--- src/rtl/uart_pkg.sv ---
// Shared types and sizing constants for the UART transmit path.
package uart_pkg;

  localparam int unsigned UART_FIFO_DEPTH = 16;
  localparam int unsigned BAUD_DIV_W      = 16;

  typedef logic [7:0] uart_byte_t;

endpackage

--- src/rtl/uart_tx_fifo.sv ---
// TX holding buffer: circular storage with show-ahead head byte and a selectable
// capacity of DEPTH entries (FIFO mode) or one entry (THR mode).
module uart_tx_fifo
  import uart_pkg::*;
#(
  parameter int unsigned DEPTH = UART_FIFO_DEPTH,
  parameter int unsigned CNT_W = $clog2(DEPTH) + 1
) (
  input  logic             clk,
  input  logic             rst,
  input  logic             flush,
  input  logic             single,
  input  logic             push,
  input  logic             pop,
  input  uart_byte_t       wr_data,
  output uart_byte_t       rd_data,
  output logic [CNT_W-1:0] count,
  output logic             full,
  output logic             empty,
  output logic             lost
);

  localparam int unsigned PTR_W = $clog2(DEPTH);

  uart_byte_t       mem_q [DEPTH];
  logic [PTR_W-1:0] rd_ptr_q, wr_ptr_q;
  logic [CNT_W-1:0] count_q;
  logic             do_pop, do_push, do_ovwr, blocked;

  assign empty = (count_q == '0);
  assign full  = single ? !empty : (count_q == CNT_W'(DEPTH));

  // A pop on an empty buffer is ignored, so it never frees a slot for a write.
  assign do_pop  = pop & !empty & !flush;
  assign blocked = push & !flush & full & !do_pop;
  assign do_push = push & !flush & !blocked;
  assign do_ovwr = blocked & single;
  assign lost    = blocked;

  assign rd_data = mem_q[rd_ptr_q];
  assign count   = count_q;

  always_ff @(posedge clk) begin
    if (rst) begin
      rd_ptr_q <= '0;
      wr_ptr_q <= '0;
      count_q  <= '0;
      for (int i = 0; i < int'(DEPTH); i++) begin
        mem_q[i] <= '0;
      end
    end else if (flush) begin
      rd_ptr_q <= '0;
      wr_ptr_q <= '0;
      count_q  <= '0;
    end else begin
      if (do_push) begin
        mem_q[wr_ptr_q] <= wr_data;
        wr_ptr_q        <= wr_ptr_q + PTR_W'(1);
      end else if (do_ovwr) begin
        // THR mode keeps its single byte at the read pointer; replace it in place.
        mem_q[rd_ptr_q] <= wr_data;
      end
      if (do_pop) begin
        rd_ptr_q <= rd_ptr_q + PTR_W'(1);
      end
      count_q <= count_q + CNT_W'(do_push) - CNT_W'(do_pop);
    end
  end

endmodule

--- src/rtl/uart_tx_ctrl.sv ---
// TX sequencing front end: divisor-latch baud tick generator, holding buffer mode control,
// THRE/TEMT status, THRE interrupt pulse and sticky overflow flag.
module uart_tx_ctrl
  import uart_pkg::*;
#(
  parameter int unsigned DEPTH = UART_FIFO_DEPTH,
  parameter int unsigned CNT_W = $clog2(DEPTH) + 1
) (
  input  logic                  clk,
  input  logic                  rst,
  input  logic [BAUD_DIV_W-1:0] divisor,
  input  logic                  divisor_wr,
  input  logic                  fifo_enable,
  input  logic                  fifo_reset,
  input  logic                  wr_en,
  input  logic [7:0]            wr_data,
  input  logic                  overflow_clr,
  input  logic                  pop,
  input  logic                  sreg_empty,
  output logic                  baud_pulse,
  output logic                  tx_hold_reg_empty,
  output logic [7:0]            din,
  output logic [CNT_W-1:0]      fifo_count,
  output logic                  thre,
  output logic                  temt,
  output logic                  thre_irq,
  output logic                  overflow
);

  logic [BAUD_DIV_W-1:0] baud_cnt_q, baud_cnt_d;
  logic                  baud_pulse_q, baud_pulse_d;
  logic                  fifo_enable_q;
  logic                  flush, empty, full, lost;
  logic                  overflow_q, thre_prev_q, thre_irq_q;
  uart_byte_t            head;

  // Divisor of zero freezes the counter; a divisor write restarts it without a tick.
  always_comb begin
    baud_cnt_d   = baud_cnt_q;
    baud_pulse_d = 1'b0;
    if (divisor_wr) begin
      baud_cnt_d = divisor - BAUD_DIV_W'(1);
    end else if (divisor != '0) begin
      if (baud_cnt_q == '0) begin
        baud_pulse_d = 1'b1;
        baud_cnt_d   = divisor - BAUD_DIV_W'(1);
      end else begin
        baud_cnt_d = baud_cnt_q - BAUD_DIV_W'(1);
      end
    end
  end

  // Switching between FIFO and THR mode discards the buffer like an explicit flush.
  assign flush = fifo_reset | (fifo_enable != fifo_enable_q);

  uart_tx_fifo #(
    .DEPTH (DEPTH),
    .CNT_W (CNT_W)
  ) u_fifo (
    .clk     (clk),
    .rst     (rst),
    .flush   (flush),
    .single  (!fifo_enable),
    .push    (wr_en),
    .pop     (pop),
    .wr_data (wr_data),
    .rd_data (head),
    .count   (fifo_count),
    .full    (full),
    .empty   (empty),
    .lost    (lost)
  );

  always_ff @(posedge clk) begin
    if (rst) begin
      baud_cnt_q    <= divisor - BAUD_DIV_W'(1);
      baud_pulse_q  <= 1'b0;
      fifo_enable_q <= fifo_enable;
      overflow_q    <= 1'b0;
      thre_prev_q   <= 1'b1;
      thre_irq_q    <= 1'b0;
    end else begin
      baud_cnt_q    <= baud_cnt_d;
      baud_pulse_q  <= baud_pulse_d;
      fifo_enable_q <= fifo_enable;
      thre_prev_q   <= empty;
      thre_irq_q    <= empty & !thre_prev_q;
      if (flush) begin
        overflow_q <= 1'b0;
      end else if (lost) begin
        overflow_q <= 1'b1;
      end else if (overflow_clr) begin
        overflow_q <= 1'b0;
      end
    end
  end

  assign baud_pulse        = baud_pulse_q;
  assign tx_hold_reg_empty = empty;
  assign thre              = empty;
  assign temt              = empty & sreg_empty;
  assign thre_irq          = thre_irq_q;
  assign overflow          = overflow_q;
  assign din               = head;

  // full is only needed inside the buffer; keep it observable for debug probes.
  logic unused_full;
  assign unused_full = full;

endmodule
--- config.mk ---
export PLATFORM = sky130hd
export DESIGN_NAME = uart_tx_ctrl
export DESIGN_NICKNAME = d
export VERILOG_FILES = /design/src/rtl/uart_pkg.sv /design/src/rtl/uart_tx_fifo.sv /design/src/rtl/uart_tx_ctrl.sv
export SDC_FILE = /design/constraint.sdc
export NUM_CORES = 1
export LEC_CHECK = 0
export CAP_MARGIN = 30
export CORE_MARGIN = 5
export CORE_UTILIZATION = 50
export DETAILED_ROUTE_END_ITERATION = 8
export DONT_BUFFER_PORTS = 1
export GPL_ROUTABILITY_DRIVEN = 0
export PLACE_DENSITY = 0.61
export SYNTH_ARGS = -nofsm -noshare
export SYNTH_HDL_FRONTEND = slang
export SYNTH_HIERARCHICAL = 1
export SYNTH_SLANG_ARGS = --single-unit
--- constraint.sdc ---
create_clock -name clk -period 5.3 [get_ports clk]
set_clock_uncertainty 0.15 [all_clocks]
set_input_delay 0.265 -clock clk [delete_from_list [all_inputs] [get_ports clk]]
set_output_delay 0.265 -clock clk [all_outputs]
set_load 0.02 [all_outputs]
==> flow_metrics.py, run 1 <==
metrics = {
    "sta": {
        "max_slew.worst_pin.slew_ps": 1010,
        "fin_tns_setup_ps": 0,
        "min_period_over_period_pct": 75.6,
        "finalHoldViolCount": 0,
        "hold_ws_ps": 7.20,
        "slew_viol_final": 0,
        "worst_slack_ps": 1290,
        "min_period_ps": 4010,
        "fmax_mhz": 250,
        "rsz0062_at_grt": "false",
        "setup_viol": 0,
        "slew_headroom_pct": 32.2,
    },
    "global_routing": {
        "grt.overflow.total": 0,
        "grt_max_degree": 41,
        "grtUsageTotal_pct": 22.6,
        "grt_pass1_wl_um": 34100,
        "antenna_found_initial": 0,
        "grt_pass1_vias": 5946,
    },
    "clock_network": {
        "root_buffer": "clkbuf_16",
        "numCtsBuffers": 17,
        "cts.reportedPaths.clkPinSlew_ps": 70,
        "insertion_delay_ps": 420,
        "cts_tree": "yes",
        "htree_levels": 4,
        "post-cts-setup-buffer-count": 0,
        "cts_max_path_buffers": 2,
        "clock-sinks": 166,
        "cts-resized-gates": 0,
    },
    "power_and_ir_drop": {
        "intPower_uw": 2360,
        "ir_drop_mv": 0.228,
        "p_switching_uw": 635,
        "power.density_nw_per_um2": 310,
        "swShare_pct": 21.2,
        "p_comb_share_pct": 5.4,
        "seq_power_share_pct": 49.4,
        "p_clk_share_pct": 45.1,
        "leakage_uw": 0.00330,
    },
    "detailed_routing": {
        "drtIter0Drc": 448,
        "avgRoutedWirePerCell_um": 23.0,
        "vias": 5908,
        "top_layer": "met4",
        "post-route-drc-count": 0,
        "first_pass_iters": 5,
        "wl_met3_um": 1840,
        "ant_nets": 0,
        "via_per_inst": 6.16,
        "wl_um": 22100,
        "route.met2.wl_um": 11000,
        "drt-met1-wl_um": 8860,
    },
    "flow_run": {
        "cap_violations": 0,
    },
    "finish": {
        "postLayoutCellArea_sq_um": 9690,
        "nFillCells": 1472,
        "drive_above_1_share_pct": 14.7,
        "fin_nets": 766,
        "area_growth_pct": 11.6,
        "diodes": 0,
        "final_cells": 959,
    },
    "place": {
        "place_inst": 901,
        "numPortBuffers": 0,
        "place_hpwl_um": 14600,
        "placed_area_sq_um": 8780,
        "post-place-ws_ps": 1270,
    },
    "logic_synthesis": {
        "avgSynthCellArea_sq_um": 12.3,
        "mappedNetlistArea_sq_um": 8680,
        "syn_nets": 753,
        "yosysWarnings": 6,
        "syn_inst": 708,
    },
    "floorplan": {
        "io_pins": 52,
        "coreArea_sq_um": 17200,
        "die_x_um": 142,
        "start_util_pct": 50.5,
        "fp-row-count": 48,
        "die_h_um": 142,
        "fp.dieArea_sq_um": 20100,
    },
    "min_path": {
        "holdPathEnd": "baud_cnt_q[12]$_DFFE_PP_",
        "hold_class": "primary input to flip-flop",
        "whs_path_depth": 2,
        "hold_start": "divisor[12]",
    },
    "setup_path": {
        "critPathCaptureType": "flip-flop",
        "r2r-start": "u_fifo/count[3]$_SDFF_PP0_",
        "r2r_end": "u_fifo/mem_q[11][4]$_SDFFCE_PN0P_",
        "start_kind": "flip-flop",
        "path_max_fanout": 16,
        "critical_path_arrival_ps": 3900,
        "regToRegSetupSlack_ps": 1290,
        "cp.required_ps": 5200,
        "criticalPathCategory": "flip-flop to flip-flop",
        "r2r_cells": 7,
    },
    "status": {
        "status": "finished clean",
    },
}
## metrics by stage
stage | power (uW) | utilization, %
after floorplan | 1610 | -
after global placement | 1650 | 51.1
after detailed placement | 1650 | 51.1
after CTS | 3020 | 56.2
after global routing | 3100 | 56.4
final | 3000 | 56.4
## power groups by stage
stage          Clock [uW]  Sequential (uW)  Combinational, uW
2_1_floorplan           0             1500                112
3_3_place_gp            0             1510                137
3_5_place_dp            0             1510                140
4_1_cts              1370             1480                160
5_1_grt              1440             1490                176
6_report             1350             1480                163
## placed cells by master, fill, tap and decap left out, drive strengths merged, types with 20 or more instances in the layout
cell,n
xnor2,20
dfxtp,22
edfxtp,144
nor3,21
dlygate4sd3,23
mux4,32
and3,41
inv,22
nand2,38
nor2,139
## repair_timing
item / CTS / global route
hold endpoints to repair: 58 / 0
setup endpoints to repair: 0 / 0
hold buffers: 23 / 0
## state kept, by name (all words and copies together) (netlist names), named ones only
name / flops
fifo_enable_q: 1
thre_prev_q: 1
baud_cnt_q: 16
u_fifo/count: 5
u_fifo/wr_ptr_q: 4
thre_irq: 1
overflow: 1
baud_pulse: 1
u_fifo/mem_q: 128
u_fifo/rd_ptr_q: 4
## critical path, stage by stage, from the launching register on
cell and delay, ps:
dfxtp_1 480, inv_1 130, ha_1 200, or4b_1 490, clkinv_4 310, nor3_4 740
a311oi_2 280, nor2_1 830
## routing by layer
| metal | global-route usage (%) | vias to the layer above |
|---|---|---|
| met1 | 29.4 | 2928 |
| met2 | 37.5 | 283 |
| met3 | 5.90 | 30 |
| li1 | - | 2667 |
| met5 | 0 | - |
| met4 | 6.92 | 0 |
## worst max path at each step
stage / start / to / slack (ps)
after floorplan: u_fifo/count[2]$_SDFF_PP0_ / u_fifo/count[4]$_SDFF_PP0_ / 1890
after global placement: u_fifo/count[2]$_SDFF_PP0_ / u_fifo/count[4]$_SDFF_PP0_ / 1460
after detailed placement: u_fifo/count[2]$_SDFF_PP0_ / u_fifo/mem_q[1][1]$_SDFFCE_PN0P_ / 1270
after CTS: u_fifo/count[3]$_SDFF_PP0_ / u_fifo/mem_q[1][0]$_SDFFCE_PN0P_ / 1250
after global routing: u_fifo/count[2]$_SDFF_PP0_ / u_fifo/count[4]$_SDFF_PP0_ / 1000
final: u_fifo/count[3]$_SDFF_PP0_ / u_fifo/mem_q[11][4]$_SDFFCE_PN0P_ / 1290
## layout make-up
cell class / instances / area [sq um] / share of cell area (%)
inverters: 19 / 76.3 / 0.788
well taps: 225 / 282 / 2.91
clock inverters: 15 / 224 / 2.31
repair buffers: 31 / 295 / 3.05
multi-input cells: 486 / 3620 / 37.4
flip-flops and latches: 166 / 4770 / 49.2
clock buffers: 17 / 425 / 4.39
Power figures use the tool's default switching activity.
==> inputs of run 2 (changes only) <==
clock period = 4 ns   (was 5.3 ns; I/O delays follow)
==> run 2 against run 1 <==
Compared with the run above: first-iteration DRC count is 10% lower; register-to-register slack worse by 860 ps; wire length is 3.5% lower; utilization is 0.74 points higher; clock power is 17% higher; sequential power is 32% higher; maximum frequency is 12% higher.
==> flow_metrics.py, run 2 (same netlist as run 1, synthesis figures left out) <==
metrics = {
    "setup_path": {
        "critPathCaptureType": "flip-flop",
        "critPathTopFamily": "adder cells",
        "max_stage_delay_ps": 470,
        "start_kind": "flip-flop",
        "cp.required_ps": 4160,
        "r2r-start": "u_fifo/count[2]$_SDFF_PP0_",
        "crit_chain": "inv_1 > ha_1 > or4b_1 > clkinv_4 > nor3b_1 > ha_1 > inv_1 > ha_1 > inv_1 > fa_1 > nand2b_1 > a21oi_1 > o21ai_0 > nor3b_1",
        "regToRegSetupSlack_ps": 440,
        "crit_slowest_cell": "dfxtp_1",
        "critical_path_arrival_ps": 3720,
        "startpoint": "u_fifo/count[2]$_SDFF_PP0_",
        "criticalPathCategory": "flip-flop to flip-flop",
        "path_buf_inv": 4,
        "path_max_fanout": 16,
    },
    "clock_network": {
        "cts_hold_repair.buffers": 33,
        "cts_tree": "yes",
        "numCtsBuffers": 17,
        "cts_max_path_buffers": 2,
        "clock-sinks": 166,
        "post-cts-setup-buffer-count": 0,
        "cts-resized-gates": 0,
        "cts.reportedPaths.clkPinSlew_ps": 70,
        "root_buffer": "clkbuf_16",
        "insertion_delay_ps": 430,
        "htree_levels": 4,
    },
    "floorplan": {
        "fp-row-count": 48,
        "die_x_um": 142,
        "die_h_um": 142,
        "coreArea_sq_um": 17200,
        "io_pins": 52,
        "fp.dieArea_sq_um": 20100,
        "start_util_pct": 50.5,
    },
    "power_and_ir_drop": {
        "leakage_uw": 0.00337,
        "ir_drop_mv": 0.306,
        "power.density_nw_per_um2": 384,
    },
    "detailed_routing": {
        "vias": 5912,
        "drtIter0Drc": 401,
        "wl_met3_um": 1230,
        "drt-met1-wl_um": 8790,
        "via_per_inst": 6.01,
        "top_layer": "met4",
        "wl_um": 21300,
        "post-route-drc-count": 0,
        "route.met2.wl_um": 10800,
        "first_pass_iters": 5,
        "ant_nets": 0,
        "avgRoutedWirePerCell_um": 21.6,
    },
    "sta": {
        "rsz0062_at_grt": "false",
        "setup_viol": 0,
        "fmax_mhz": 281,
        "slew_headroom_pct": 49.2,
        "worst_slack_ps": 436,
        "finalHoldViolCount": 0,
        "min_period_ps": 3560,
        "slew_viol_final": 0,
        "fin_tns_setup_ps": 0,
        "min_period_over_period_pct": 89.1,
        "max_slew.worst_pin.slew_ps": 760,
    },
    "global_routing": {
        "grt_pass1_vias": 6275,
        "grt.overflow.total": 0,
        "grt_pass1_wl_um": 33900,
        "grtUsageTotal_pct": 22.0,
        "antenna_found_initial": 0,
        "grt_max_degree": 41,
    },
    "finish": {
        "fin_nets": 791,
        "layout_commonest_cell": "edfxtp_1",
        "largest_register_ffs": 128,
        "area_growth_pct": 13.1,
        "drive_above_1_share_pct": 16.2,
        "diodes": 0,
        "layout_common_cells": "edfxtp_1, nor2_1, and3_1",
        "regMostFlops": "u_fifo/mem_q",
    },
    "status": {
        "status": "finished clean",
    },
    "min_path": {
        "hold_start": "wr_data[0]",
        "hold_class": "primary input to flip-flop",
    },
    "place": {
        "numPortBuffers": 0,
        "post-place-ws_ps": 421,
        "place_hpwl_um": 14200,
    },
    "flow_run": {
        "cap_violations": 0,
    },
}
[run 2: worst paths after layout]
path / to / cells after the start
hold / removal: u_fifo/mem_q[2][0]$_SDFFCE_PN0P_ / 2
setup / recovery: u_fifo/count[4]$_SDFF_PP0_ / 14
setup reg to reg: u_fifo/count[4]$_SDFF_PP0_ / 14
hold reg to reg: thre_irq$_SDFF_PP0_ / 1
[run 2: layout make-up]
| class | count | area [sq um] |
|---|---|---|
| fillers | 1467 | 7360 |
| well taps | 225 | 282 |
| multi-input cells | 486 | 3620 |
| flip-flops and latches | 166 | 4770 |
| inverters | 19 | 76.3 |
| clock inverters | 15 | 144 |
| clock buffers | 17 | 425 |
| repair buffers | 56 | 503 |
[run 2: per-layer routing]
layer	track usage [%]	up-vias
met1	27.8	2952
li1	-	2729
met5	0	-
met4	6.72	0
met2	38.3	200
met3	4.65	31
[run 2: per-stage QoR]
stage	total power (uW)	utilization, %	instance area, sq um	instances	hold WS, ps
after floorplan	2140	-	8680	708	77.7
after global placement	2190	51.9	8920	919	77.9
after detailed placement	2200	51.9	8920	919	78.0
after CTS	3800	57.1	9820	984	5.83
after global routing	3910	57.1	9820	984	24.2
final	3770	57.1	9820	984	16.9
[run 2: report_power, final]
group	leakage, uW	total, uW	internal (uW)	switching, uW
Clock	0.000275	1580	872	706
Sequential	0.00159	1960	1930	28.7
Combinational	0.00150	233	97.5	135
Total	0.00337	3770	2900	870
